--- src/rtl/fetch_unit.sv ---
// Instruction fetch front end: issues sequential word reads to a fixed
// latency-1 instruction memory, queues the returned words with their fetch
// addresses in a small prefetch FIFO, and presents them to the consumer with
// a valid/ready handshake. A redirect flushes everything in flight and
// restarts fetching at the new target.
module fetch_unit #(
    parameter int              XLEN     = 32,
    parameter int              DEPTH    = 4,
    parameter logic [XLEN-1:0] RESET_PC = '0
) (
    input  logic                       clk,
    input  logic                       reset,
    input  logic                       fetch_en,
    input  logic                       redirect_valid,
    input  logic [XLEN-1:0]            redirect_pc,
    output logic                       imem_req_valid,
    output logic [XLEN-1:0]            imem_addr,
    input  logic [XLEN-1:0]            imem_rsp_data,
    output logic                       instr_valid,
    input  logic                       instr_ready,
    output logic [XLEN-1:0]            instr_data,
    output logic [XLEN-1:0]            instr_pc,
    output logic [$clog2(DEPTH):0]     fifo_count
);

    localparam int PW = $clog2(DEPTH);
    localparam int CW = PW + 1;

    // Occupancy plus one in-flight slot needs one more bit than fifo_count.
    localparam logic [CW:0] DEPTH_W = (CW+1)'(DEPTH);

    typedef enum logic {
        ST_BOOT = 1'b0,
        ST_RUN  = 1'b1
    } state_t;

    state_t state_reg;
    state_t state_next;

    // Fetch address of the next request, and the address of the last issued
    // request (which is also the address of the response arriving this cycle).
    logic [XLEN-1:0] pc_reg;
    logic [XLEN-1:0] addr_reg;
    logic            inflight_reg;

    // Prefetch FIFO storage and bookkeeping.
    logic [XLEN-1:0] data_mem [DEPTH];
    logic [XLEN-1:0] pc_mem   [DEPTH];
    logic [PW-1:0]   wr_ptr_reg;
    logic [PW-1:0]   rd_ptr_reg;
    logic [CW-1:0]   count_reg;

    logic            issue;
    logic            push;
    logic            pop;
    logic [CW:0]     credit_used;
    logic [XLEN-1:0] redirect_target;

    // The two low bits of the redirect target are forced to zero, so only
    // the word-address part of redirect_pc is consumed.
    logic            redirect_lsb_unused;
    assign redirect_lsb_unused = ^redirect_pc[1:0];
    assign redirect_target     = {redirect_pc[XLEN-1:2], 2'b00};

    // A slot is reserved for a response from the moment its request issues,
    // so a landing response always finds room without needing pop credit.
    assign credit_used = {1'b0, count_reg} + {{CW{1'b0}}, inflight_reg};

    // A response is discarded when a redirect occurs in the cycle it lands;
    // the redirect also blocks the consumer from popping that cycle.
    assign push = inflight_reg && !redirect_valid;
    assign pop  = (count_reg != '0) && instr_ready && !redirect_valid;

    // Control FSM state register.
    always_ff @(posedge clk or negedge reset) begin
        if (!reset) begin
            state_reg <= ST_BOOT;
        end else begin
            state_reg <= state_next;
        end
    end

    // Next-state and issue decision: BOOT idles for one clock, RUN issues
    // whenever fetching is enabled, no redirect is pending and credit exists.
    always_comb begin
        state_next = state_reg;
        issue      = 1'b0;
        case (state_reg)
            ST_BOOT: begin
                state_next = ST_RUN;
            end
            ST_RUN: begin
                issue = fetch_en && !redirect_valid && (credit_used < DEPTH_W);
            end
            default: begin
                state_next = ST_BOOT;
            end
        endcase
    end

    // Fetch PC, last issued address and in-flight marker.
    always_ff @(posedge clk or negedge reset) begin
        if (!reset) begin
            pc_reg       <= RESET_PC;
            addr_reg     <= RESET_PC;
            inflight_reg <= 1'b0;
        end else if (redirect_valid) begin
            pc_reg       <= redirect_target;
            inflight_reg <= 1'b0;
        end else begin
            inflight_reg <= issue;
            if (issue) begin
                addr_reg <= pc_reg;
                pc_reg   <= pc_reg + XLEN'(4);
            end
        end
    end

    // The request address tracks the fetch PC while requesting and otherwise
    // holds the address of the most recent request.
    assign imem_req_valid = issue;
    assign imem_addr      = issue ? pc_reg : addr_reg;

    // FIFO pointers and occupancy; a redirect empties the queue outright.
    always_ff @(posedge clk or negedge reset) begin
        if (!reset) begin
            wr_ptr_reg <= '0;
            rd_ptr_reg <= '0;
            count_reg  <= '0;
        end else if (redirect_valid) begin
            wr_ptr_reg <= '0;
            rd_ptr_reg <= '0;
            count_reg  <= '0;
        end else begin
            if (push) begin
                wr_ptr_reg <= wr_ptr_reg + PW'(1);
            end
            if (pop) begin
                rd_ptr_reg <= rd_ptr_reg + PW'(1);
            end
            case ({push, pop})
                2'b10:   count_reg <= count_reg + CW'(1);
                2'b01:   count_reg <= count_reg - CW'(1);
                default: count_reg <= count_reg;
            endcase
        end
    end

    // FIFO storage: the landing word is stored with the address it came from.
    // Contents need no reset because occupancy alone qualifies them.
    always_ff @(posedge clk) begin
        if (push) begin
            data_mem[wr_ptr_reg] <= imem_rsp_data;
            pc_mem[wr_ptr_reg]   <= addr_reg;
        end
    end

    // Head of the queue is presented directly; it only moves on a pop, so it
    // stays stable while the consumer stalls.
    assign instr_valid = (count_reg != '0);
    assign instr_data  = data_mem[rd_ptr_reg];
    assign instr_pc    = pc_mem[rd_ptr_reg];
    assign fifo_count  = count_reg;

endmodule

--- config.mk ---
export PLATFORM = sky130hd
export DESIGN_NAME = fetch_unit
export DESIGN_NICKNAME = d
export VERILOG_FILES = /design/src/rtl/fetch_unit.sv
export SDC_FILE = /design/constraint.sdc
export NUM_CORES = 1
export LEC_CHECK = 0
export CAP_MARGIN = 20
export CORE_UTILIZATION = 55
export DETAILED_ROUTE_END_ITERATION = 6
export PLACE_DENSITY_LB_ADDON = 0.15
export SYNTH_ARGS = -nofsm -noshare
export SYNTH_HDL_FRONTEND = slang
export SYNTH_SLANG_ARGS = --single-unit
--- constraint.sdc ---
create_clock -name clk -period 3.8 [get_ports clk]
set_input_delay 0.76 -clock clk [delete_from_list [all_inputs] [get_ports clk]]
set_output_delay 0.76 -clock clk [all_outputs]
set_load 0.01 [all_outputs]
# Word-level counts from Yosys, hierarchy flattened
# Memory sizes are Yosys's and may differ from the RTL's.
# Index checks and enable logic that the tools add are counted.
# op_classes
n_addsub	6
n_lt_le_gt_ge	1
eq_ne	2
muxes	13
n_reduce_logical	11
# ops
operator	n
32-bit 2-to-1 mux	3
32-bit by 3-bit adder with 32-bit output (second input constant)	1
2-bit 2-to-1 mux	4
3-bit case mux with 2 select lines	1
2-bit nonzero test	3
3-bit nonzero test	2
1-bit logical AND	5
2-bit by 1-bit adder with 2-bit output (second input constant)	2
3-bit by 1-bit adder with 4-bit output	1
4-bit by 3-bit < comparator with 1-bit output (second input constant)	1
1-bit 2-to-1 mux	4
3-bit by 1-bit adder with 3-bit output (second input constant)	1
3-bit 2-to-1 mux	1
3-bit by 1-bit subtractor with 3-bit output (second input constant)	1
2-bit by 1-bit equality test with 1-bit output (second input constant)	1
2-bit equality test (second input constant)	1
1-bit logical NOT	1
# word_totals
ff_bits	73
ramBits	256
in_bits	69
out_inout_bits	101
wordCells	42
mem_count	2
# memory_table
memory	depth	word_bits	rd	rd_clocked_by_memory_dff	write_ports	line_no	text
data_mem	4	32	1	0	1	47	logic [XLEN-1:0] data_mem [DEPTH];
pc_mem	4	32	1	0	1	48	logic [XLEN-1:0] pc_mem [DEPTH];

# Logic depth before layout (Yosys ltp)
# Gate-level depths: netlist of run 1.
# depth
word_depth	6
depth_mapped	9
mapped_depth_nobuf	7

# Least setup slack after synthesis of run 1
# No wires, ideal clock.
# synth_path
path_type	input port to flip-flop
from	input port redirect_valid
to	memory data_mem[0][0] (enable)
setup_ns	0.429
t_arrival_ns	2.597
t_required_ns	3.371
slack_ns	0.774
cell_stages	3
n_path_buf	1
cell_sequence	buf_2 -> nor2b_1 -> and2_1
# synth_between
elab_chain_cells	4
# synth_rtl
item	line_no	text
from (decl)	14	input logic redirect_valid,
1-bit logical NOT	71	assign push = inflight_reg && !redirect_valid;
1-bit logical AND	71	
1-bit 2-to-1 mux	152	if (push) begin
1-bit 2-to-1 mux (not written as such)	153	data_mem[wr_ptr_reg] <= imem_rsp_data;
to (decl)	47	
# No other way between the ends.

# Final worst setup path of run 1
# layout_path
from	input port redirect_valid
to	output port imem_addr[8]
# layout_between
elab_chain_cells	5
# layout_rtl
item	line_no	text
1-bit logical NOT	93	issue = fetch_en && !redirect_valid && (credit_used < DEPTH_W);
1-bit logical AND (2 in a row)	93	
1-bit 2-to-1 mux	88	case (state_reg)
32-bit 2-to-1 mux	-	
to (decl)	17	output logic [XLEN-1:0] imem_addr,
# No other way between the ends.

==> flow_summary_export.csv, run 1 <==
group,metric,value,unit
grt,grt_pass1_wl,41800,microns
sta,relSlewSlack,0.277,
floorplan,core,22800,sq um
sta,setup_viol,0,
placement,dp_hpwl,16500,microns
cells_and_area,finalNonFillerCells,1280,
logic_synthesis,synthSimpleGateAreaFrac,0.0853,
clocking,clkLatencyLatePin,500,ps
sta,worst_pin_slew,1080,ps
route,postRouteAntennaNets,0,
critical_path,crit_slowest_cell,"clkdlybuf4s50_1",
floorplan,start_util,0.564,
grt,gr-usage-all-layers,0.230,
clocking,cts_htree_levels,2,
logic_synthesis,yosysTopAreaCell,"edfxtp_1",
floorplan,rows,55,
critical_path,crit_arrival,2810,ps
clocking,cts-resized-gates,0,
logic_synthesis,ys.warnings.count,0,
critical_path,cp-end-kind,"output pin",
grt,grt_pass1_vias,7720,
floorplan,fp.dieW,155,microns
logic_synthesis,yosys.area_share.xor_xnor,0.00477,
clocking,clockBufferDepth,3,
cells_and_area,num-fill-cells,1503,
route,detail_route.vias_per_cell,5.72,
critical_path,max_stage_delay,540,ps
logic_synthesis,syn_inst,755,
power,p_clk_frac,0.332,
clocking,post_cts_buffers,0,
route,wl,26500,microns
logic_synthesis,ys_ff_latch,327,
logic_synthesis,post-synth-top-area-fraction,0.598,
route,drt_iter0_markers,527,
sta,maxSlewViolCount,0,
grt,grt_max_degree,72,
power,internal-power,0.00769,W
sta,fin_setup_tns,0,ps
route,drc,0,
floorplan,fp.dieArea,24000,sq um
critical_path,crit_chain,"clkdlybuf4s50_1, nand4bb_1, a31o_2, inv_2, buf_4, nand2_1, nand2_1, clkdlybuf4s50_1",
clocking,cts_sinks,327,
logic_synthesis,async_flop_share,0.217,
power,power_density,639,nW/um^2
run_status,status,"completed",
power,seq_power_share,0.439,
logic_synthesis,ys.flop_type,"edfxtp_1",
clocking,cts_buffers,35,
sta,max_freq,0.280,GHz
min_path,hold_path.class,"in2async",
placement,routabilityCongestion,0.842,
power,p_sw,0.00263,W
route,first_pass_iters,5,
clocking,cts_hold_buffers,0,
critical_path,required,3040,ps
grt,antenna_found_initial,0,
sta,post-route-period-util,0.940,
power,p_comb_frac,0.230,
job,cap_violations,0,
route,wl_per_cell,20.7,microns
critical_path,criticalPathCategory,"in2out",
critical_path,critical_path.max_fanout,13,
placement,portBuffers,167,
clocking,clkSlewWorstSetupHoldPaths,60,ps
logic_synthesis,synthAdderAreaFrac,0.00643,
grt,overflow,0,
placement,dp_cells,1217,
logic_synthesis,syn_area_per_cell,17.0,sq um
route,vias,7324,
logic_synthesis,synth_most_common_cell,"edfxtp_1",
power,p_sw_frac,0.255,
cells_and_area,area_delta_synth_final,25.7,%
sta,period_minus_slack,3570,ps
logic_synthesis,synth_top_family_by_area,"multiplexers",
logic_synthesis,synth.distinct_cells,54,
power,leakage,5.81,nW
floorplan,boundaryPins,170,
logic_synthesis,synth_mux_area_frac,0.114,
logic_synthesis,synth_nets,830,
floorplan,die_y,155,microns
logic_synthesis,ys_top_cells_by_count,"edfxtp_1, nand2_1, dfrtp_1, mux4_2",
sta,rsz0062_at_grt,"no",
clocking,cts_root_buffer,"clkbuf_16",
placement,dp_slack,234,ps
power,ir_worst_vdd,0.365,mV
logic_synthesis,synth-seq-area-share,0.736,
clocking,tritoncts,"done",
logic_synthesis,synth-compound-area-share,0.0362,
logic_synthesis,synth_edf_count,256,
cells_and_area,drive_gt1_frac,0.155,
logic_synthesis,syn-cell-area,12900,sq um
sta,hold_viol,0,
logic_synthesis,synthTopCellsByArea,"edfxtp_1, dfrtp_1, mux4_2, nand2_1, o21ai_0",
sta,fin_ws,228,ps
cells_and_area,antenna_cells,0,
cells_and_area,layout.nets,1016,
sta,fin_skew,16.0,ps
critical_path,cp-start-kind,"primary input",
[area by class of cell]
type                       count  area (sq um)  area share
timing repair buffer         185          1900       0.118
tap                          313           392      0.0242
multi-input combinational    385          3190       0.197
sequential                   327          9470       0.586
clock inverter                20           225      0.0139
inverter                       7          26.3     0.00163
clock buffer                  43           948      0.0587
[worst paths after layout]
kind,startpoint,to,slack [ps],cells after the start
max,redirect_valid,imem_addr[8],230,8
min,reset,addr_reg[26],390,1
max reg2reg,inflight_reg,pc_reg[5],1280,6
min reg2reg,addr_reg[12],pc_mem[0][12],510,0
max in group asynchronous,reset,rd_ptr_reg[0],2610,1
min in group clk,addr_reg[12],pc_mem[0][12],510,0
[cell families after synthesis]
family,Yosys count
buffers and inverters,43
adders and majority gates,6
other,1
and+or+nand+nor,237
muxes,67
xor gates and xnor gates,7
DFF,327
AOI/OAI and AO/OA,67
[layout by cell type, fill, tap and decap left out, types with 3 or more instances in the layout]
master           synthesis  final
edfxtp_1               256    256
clkdlybuf4s50_1          0    166
nand2_1                147    147
dfrtp_1                 71     69
mux4_2                  64     64
clkbuf_16                0     37
o21ai_0                 22     22
nor2_1                  22     22
nand3_1                 19     19
buf_4                    2     11
and2_1                  12      8
nand4_1                  8      8
o211ai_1                 8      8
buf_12                   0      8
and3_1                   7      7
clkinv_1                 0      7
inv_1                    6      6
o311ai_0                 6      6
clkinv_2                 0      6
clkbuf_1                14      6
o311ai_1                 5      5
ha_1                     5      5
bufinv_16                0      5
nor3_1                   4      4
and2_4                   0      4
a31oi_1                  4      4
xor2_1                   4      4
a21oi_1                  3      3
a221o_1                  3      3
a22oi_1                  3      3
xnor2_1                  3      3
mux2i_1                  3      3
[metrics by stage]
stage	hold WS (ps)	cell area, sq um	power [W]	utilization
finish	393	16200	0.0103	0.709
global route	476	16200	0.0107	0.709
CTS	449	16200	0.0104	0.709
detailed placement	508	15000	0.00700	0.658
global placement	486	15000	0.00693	0.658
floorplan	464	12900	0.00577	-
[power groups by stage]
| stage | Clock [W] | Sequential [W] | Combinational, W |
|---|---|---|---|
| after global routing | 0.00362 | 0.00457 | 0.00254 |
| after global placement | 0 | 0.00456 | 0.00237 |
| after detailed placement | 0 | 0.00460 | 0.00240 |
| final | 0.00343 | 0.00453 | 0.00237 |
| after CTS | 0.00349 | 0.00453 | 0.00242 |
| after floorplan | 0 | 0.00448 | 0.00129 |
[metal layers]
| metal | track usage | part of all wire | vias to the layer above |
|---|---|---|---|
| met5 | 0 | 0 | - |
| met2 | 0.385 | 0.50 | 252 |
| li1 | - | - | 3300 |
| met4 | 0.0646 | 0.019 | 0 |
| met1 | 0.315 | 0.43 | 3731 |
| met3 | 0.0396 | 0.055 | 41 |
[worst max-delay path, delay by kind of cell]
kind                   cells  cell delay [ps]
and+or+nand+nor            3              350
buffers and inverters      4             1440
AOI/OAI and AO/OA          1              270
No activity file was read; power rests on OpenSTA's default activity.
==> inputs of run 2 (changes only) <==
- ABC_CLOCK_PERIOD_IN_PS: default -> 3800
==> results of run 2 <==
No change in the layout: final DEF, timing and power equal those of run 1.
